--- src/rtl/cp0_exc_ctrl.sv ---
// CP0 exception/interrupt controller: owns Status, Cause and EPC, arbitrates
// syscall/eret/interrupt events and holds a fetch redirect until acknowledged.
module cp0_exc_ctrl #(
  parameter logic [31:0] HANDLER_PC = 32'h0000_0080,
  parameter int          NUM_INT    = 6
) (
  input  logic        clk,
  input  logic        rst,
  input  logic        id_valid,
  input  logic [29:0] id_pc,
  input  logic        exc_syscall,
  input  logic        exc_eret,
  input  logic [5:0]  int_req,
  input  logic        mtc0_we,
  input  logic [7:0]  mtc0_addr,
  input  logic [31:0] mtc0_data,
  input  logic [7:0]  mfc0_addr,
  output logic [31:0] mfc0_data,
  output logic        flush,
  output logic        redirect_valid,
  output logic [31:0] redirect_pc,
  input  logic        redirect_ack,
  output logic [31:0] status_out,
  output logic [31:0] cause_out,
  output logic [31:0] epc_out,
  output logic        fsm_state
);

  localparam logic [7:0] ADDR_STATUS = 8'd96;
  localparam logic [7:0] ADDR_CAUSE  = 8'd104;
  localparam logic [7:0] ADDR_EPC    = 8'd112;
  localparam logic [4:0] EXC_INT     = 5'd0;
  localparam logic [4:0] EXC_SYSCALL = 5'd8;

  typedef enum logic {IDLE, REDIRECT} state_t;

  state_t      state;
  logic [7:0]  im;
  logic        exl;
  logic        ie;
  logic [5:0]  ip;
  logic [4:0]  exc_code;
  logic [29:0] epc;
  logic [5:0]  int_pend;
  logic        take_sys;
  logic        take_eret;
  logic        take_int;

  assign int_pend  = int_req & im[5:0] & {NUM_INT{ie & ~exl}};
  assign take_sys  = (state == IDLE) && id_valid && exc_syscall;
  assign take_eret = (state == IDLE) && id_valid && !exc_syscall && exc_eret;
  assign take_int  = (state == IDLE) && id_valid && !exc_syscall && !exc_eret && (|int_pend);

  // Redirect handshake: redirect_valid/redirect_pc stay stable from the event
  // edge until the edge on which redirect_ack is sampled high; the transfer
  // completes on that edge and valid drops right after. Ack outside REDIRECT
  // has no effect.
  always_ff @(posedge clk) begin
    if (rst) begin
      state          <= IDLE;
      im             <= '0;
      exl            <= 1'b0;
      ie             <= 1'b0;
      ip             <= '0;
      exc_code       <= '0;
      epc            <= '0;
      flush          <= 1'b0;
      redirect_valid <= 1'b0;
      redirect_pc    <= '0;
    end else begin
      ip <= int_req;

      // Software writes first, so an event later in this block overrides them.
      if (mtc0_we) begin
        case (mtc0_addr)
          ADDR_STATUS: begin
            im  <= mtc0_data[15:8];
            exl <= mtc0_data[1];
            ie  <= mtc0_data[0];
          end
          ADDR_EPC: epc <= mtc0_data[31:2];
          default: ;
        endcase
      end

      case (state)
        IDLE: begin
          if (take_sys || take_int) begin
            epc            <= id_pc;
            exc_code       <= take_sys ? EXC_SYSCALL : EXC_INT;
            exl            <= 1'b1;
            redirect_pc    <= HANDLER_PC;
            flush          <= 1'b1;
            redirect_valid <= 1'b1;
            state          <= REDIRECT;
          end else if (take_eret) begin
            exl            <= 1'b0;
            redirect_pc    <= {epc, 2'b00};
            flush          <= 1'b1;
            redirect_valid <= 1'b1;
            state          <= REDIRECT;
          end
        end
        REDIRECT: begin
          if (redirect_ack) begin
            flush          <= 1'b0;
            redirect_valid <= 1'b0;
            state          <= IDLE;
          end
        end
        default: state <= IDLE;
      endcase
    end
  end

  assign status_out = {16'b0, im, 6'b0, exl, ie};
  assign cause_out  = {16'b0, ip, 3'b0, exc_code, 2'b00};
  assign epc_out    = {epc, 2'b00};
  assign fsm_state  = (state == REDIRECT);

  always_comb begin
    mfc0_data = 32'b0;
    case (mfc0_addr)
      ADDR_STATUS: mfc0_data = status_out;
      ADDR_CAUSE:  mfc0_data = cause_out;
      ADDR_EPC:    mfc0_data = epc_out;
      default:     mfc0_data = 32'b0;
    endcase
  end

endmodule

--- config.mk ---
export PLATFORM = sky130hd
export DESIGN_NAME = cp0_exc_ctrl
export DESIGN_NICKNAME = d
export VERILOG_FILES = /design/src/rtl/cp0_exc_ctrl.sv
export SDC_FILE = /design/constraint.sdc
export NUM_CORES = 1
export LEC_CHECK = 0
export BUFFER_PORTS_ARGS = -buffer_cell sky130_fd_sc_hd__buf_2
export CORE_AREA = 2 2 135 85
export DETAILED_ROUTE_END_ITERATION = 7
export DIE_AREA = 0 0 137 87
export HOLD_SLACK_MARGIN = 0.05
export PLACE_DENSITY = 0.8
export SKIP_LAST_GASP = 1
export SLEW_MARGIN = 20
export SYNTH_ARGS = -nofsm -noshare
export SYNTH_HDL_FRONTEND = slang
export SYNTH_SLANG_ARGS = --single-unit
--- constraint.sdc ---
create_clock -name clk -period 2.3 [get_ports clk]
set_input_delay 0.46 -clock clk [delete_from_list [all_inputs] [get_ports clk]]
set_output_delay 0.46 -clock clk [all_outputs]
set_load 0.02 [all_outputs]
==> results.txt <==
The data required time at the worst endpoint is 1840 ps. The number of enable-type register cells in the synthesized netlist came out at 0. The run finished, with violations left. The hold slack is 361.0 ps.

STA classifies the critical path startpoint as a primary input. The top fanout value on the critical path is 5. Leaving out fill and tap cells, the most frequent cells in the layout are buf_2 (178), dfxtp_1 (79), conb_1 (51), mux2i_1 (48). The timing-limited maximum frequency is ~0.43 GHz. The number of standard-cell rows in the floorplan came out at 30.

The checks that failed: setup timing. The register clock-pin slew on the reported worst setup and hold paths came out at around 60 ps. In the synthesized netlist the async set-or-reset flop fraction comes to 0%.

The prevailing post-synth register cell is dfxtp_1. From synthesis to final layout, the design area changed by 37.45%. For this design the static power due to leakage is about 2.8 nW. The largest clock skew in the final design is 5.672 ps. The mean instance size in the synthesized netlist is roughly 8.4 sq um. The total grt overflow is 0. The startpoint identified for the worst hold timing path is int_req[0].

The library cell used most frequently in the layout, excluding fill and tap cells, is buf_2. The final number of hold-violating endpoints came out at 0. TritonCTS built the clock tree. Entering global routing, the biggest net connects 40 pins. Yosys mapped the design onto 31 distinct sky130hd cell types.

The type of the worst setup path is in -> out. The setup slack of the most critical reg-to-reg path came out at approximately 490 ps. The via count of the first global-routing pass came out at 3,501. The first-pass iteration count of the detailed router is 4. For this block, the routed nets add up to between 10 and 15 mm of wire. The total negative slack came out at -35.36 ps. The max-cap check violation count is 0. The number of cells on the worst hold path came out at 2. The final count of pins violating max slew came to 0.

The die is between 80 and 90 microns tall. Subtracting the final worst setup slack from the clock period gives 2326 ps. The worst setup path is captured at a primary output. The wire length of the first global-routing pass is ~18 mm. For the worst setup path, the data arrival time is roughly 1900 ps. The number of antenna violations at the first check in global routing is 0.

The fraction of the cycle the final worst path needs came out at 101.1%. The remaining antenna violation count after routing came out at 0. Summing the sequential cell areas from Yosys gives between 30% and 40% of the chip area. CTS placed an instance of clkbuf_16 at the clock tree root. The average detailed-routed wire length per instance came out at between 15 and 20 microns.

The power density of the placed cells is ~570 mW/mm^2. The global placer's final weighted congestion came out at around 0.85. The total global routing track utilization is about a fifth. The final-stage net count is between 700 and 800. The maximum resistive drop on vdd came out at about 0.00032 V. The via count of the routed design is between 4,000 and 5,000. The synthesized cell area is ~0.0042 sq mm.

The endpoint identified for the worst register-to-register timing path is epc[3]$_SDFF_PP0_. The fraction of final layout cells sized beyond drive strength 1 came out at between 30% and 40%. The worst hold path terminates at ip[0]$_SDFF_PP0_. The number of warnings printed during yosys synthesis came out at 0. Counting cells, the worst reg-to-reg path comes to 5. Input and output buffers added on the ports amount to approximately 200. The die boundary width is 137 microns. No sink is reached through more buffers than the 2 on the longest clock path. The final routed DRC violation total is 0. The half-perimeter wire length after detailed placement came out at roughly 8.9 mm. In the routed layout, each cell is associated on average with a via count of ~4.8. Synthesis inferred 79 register bits.

Setup repair after global routing could not meet its margin everywhere. The count of hold buffers inserted by post-cts repair came out at 0. At the later pin of the worst-skew pair, clock insertion delay measures approximately 330 ps. The initial core utilization came out at around two fifths.

The filler cells instantiated in the layout total 1,015. The number of antenna diodes in the final layout is 0. The worst hold path belongs to the class in -> reg.

After floorplanning, the core was sized to cover roughly 0.011 sq mm. The sink count of the clock tree is 79. The final setup violation count came out at 3. In this run, CTS created clock tree buffers numbering 9.

The worst register-to-register path begins at fsm_state$_SDFF_PP0_. Pin placement for this block handled between 200 and 300 I/O pins. The maximum level of the CTS H-tree is 3. After layout, the worst setup slack is -25.85 ps. The total die area came out at about 0.012 sq mm. The post-synthesis cell count came out at between 400 and 500. The number of design-rule violations left by the first detailed-router iteration is 129.
-- final cells by class --
class | instances | area, sq um | share of cell area [%]
clock buffer | 12 | 246.5 | 4.294
clock inverter | 4 | 53.80 | 0.9372
inverter | 1 | 3.754 | 0.06539
multi-input combinational | 371 | 2267 | 39.49
sequential | 79 | 1582 | 27.55
tap | 144 | 180.2 | 3.139
timing repair buffer | 226 | 1408 | 24.52
-- sequential cells by signal, summed over array words and instances (netlist names) --
name / count
redirect_pc: 30
redirect_valid: 1
im: 8
ie: 1
epc: 30
exl: 1
ip: 6
exc_code: 1
fsm_state: 1
-- worst max-delay path, cell delays in order --
cell and delay, ps:
buf_6 100, nor4b_4 260, nand3b_1 190, nor3b_4 270
buf_12 160, clkbuf_16 150, and2_1 160, buf_6 130
-- cells in the mapped netlist (2+ instances only) --
master | instances | area [sq um]
dfxtp_1 | 79 | 1582
buf_4 | 55 | 412.9
mux2i_1 | 48 | 480.5
a21oi_1 | 37 | 185.2
nor2b_1 | 37 | 231.5
nand2_1 | 35 | 131.4
nor3_1 | 34 | 170.2
a211oi_1 | 31 | 232.7
clkbuf_1 | 29 | 108.9
o21ai_0 | 27 | 135.1
nor2_1 | 25 | 93.84
and2_1 | 21 | 131.4
buf_2 | 6 | 30.03
o21ai_1 | 4 | 20.02
a22o_1 | 3 | 26.28
buf_6 | 3 | 33.78
nor3b_1 | 3 | 22.52
nor4b_1 | 3 | 26.28
a31oi_1 | 2 | 12.51
buf_1 | 2 | 7.510
or2_2 | 2 | 12.51
-- metrics by stage --
stage          total power, mW  cell area [sq um]  util, %  std cells  setup slack [ps]
4_1_cts                  3.311               5465    50.56        832             18.25
2_1_floorplan            1.773               4364        -        546             9.094
6_report                 3.295               5741    53.10        837            -25.85
5_1_grt                  3.419               5741    53.10        837            -94.00
3_3_place_gp             1.873               5165    47.78        816             56.91
3_5_place_dp             1.876               5165    47.78        816            -15.71
-- kinds of logic (layout without fill, tap and decap cells) --
group | Yosys count | count (layout) | share of synthesized area, %
compound gates | 106 | 106 | 15.46
buf+inv | 96 | 243 | 14.29
flops | 79 | 79 | 37.87
mux | 48 | 48 | 11.50
other cells | 1 | 51 | 0.08979
simple gates | 166 | 166 | 20.79
-- worst max path at each step --
stage / start / endpoint / slack (ps)
after floorplan: mfc0_addr[7] / mfc0_data[0] / 9
after global placement: mtc0_addr[1] / epc[12]$_SDFF_PP0_ / 60
after detailed placement: mtc0_addr[1] / epc[22]$_SDFF_PP0_ / -20
after CTS: mfc0_addr[7] / mfc0_data[18] / 20
after global routing: mfc0_addr[0] / mfc0_data[28] / -90
final: mfc0_addr[0] / mfc0_data[22] / -30
-- timing repair --
action	4_1_cts	5_1_grt
hold endpoints to repair	0	0
gates cloned	0	3
pin swaps	1	3
buffers inserted	0	2
setup endpoints to repair	3	23
resized for setup	0	55
-- power breakdown --
| part | switching (mW) | internal [mW] |
|---|---|---|
| Sequential | 0.0317 | 1.40 |
| Clock | 0.560 | 0.875 |
| Combinational | 0.284 | 0.142 |
-- routing by layer --
metal  track usage, %  vias up  part of all wire [%]  wire (microns)
li1                 -     1988                     -               -
met1            26.88     1885                    48            6301
met2            29.99      162                    44            5819
met3            6.166        7                   7.5             986
met4            3.374        0                  0.54              71
met5                0        -                     0               0
Power figures use the tool's default switching activity.
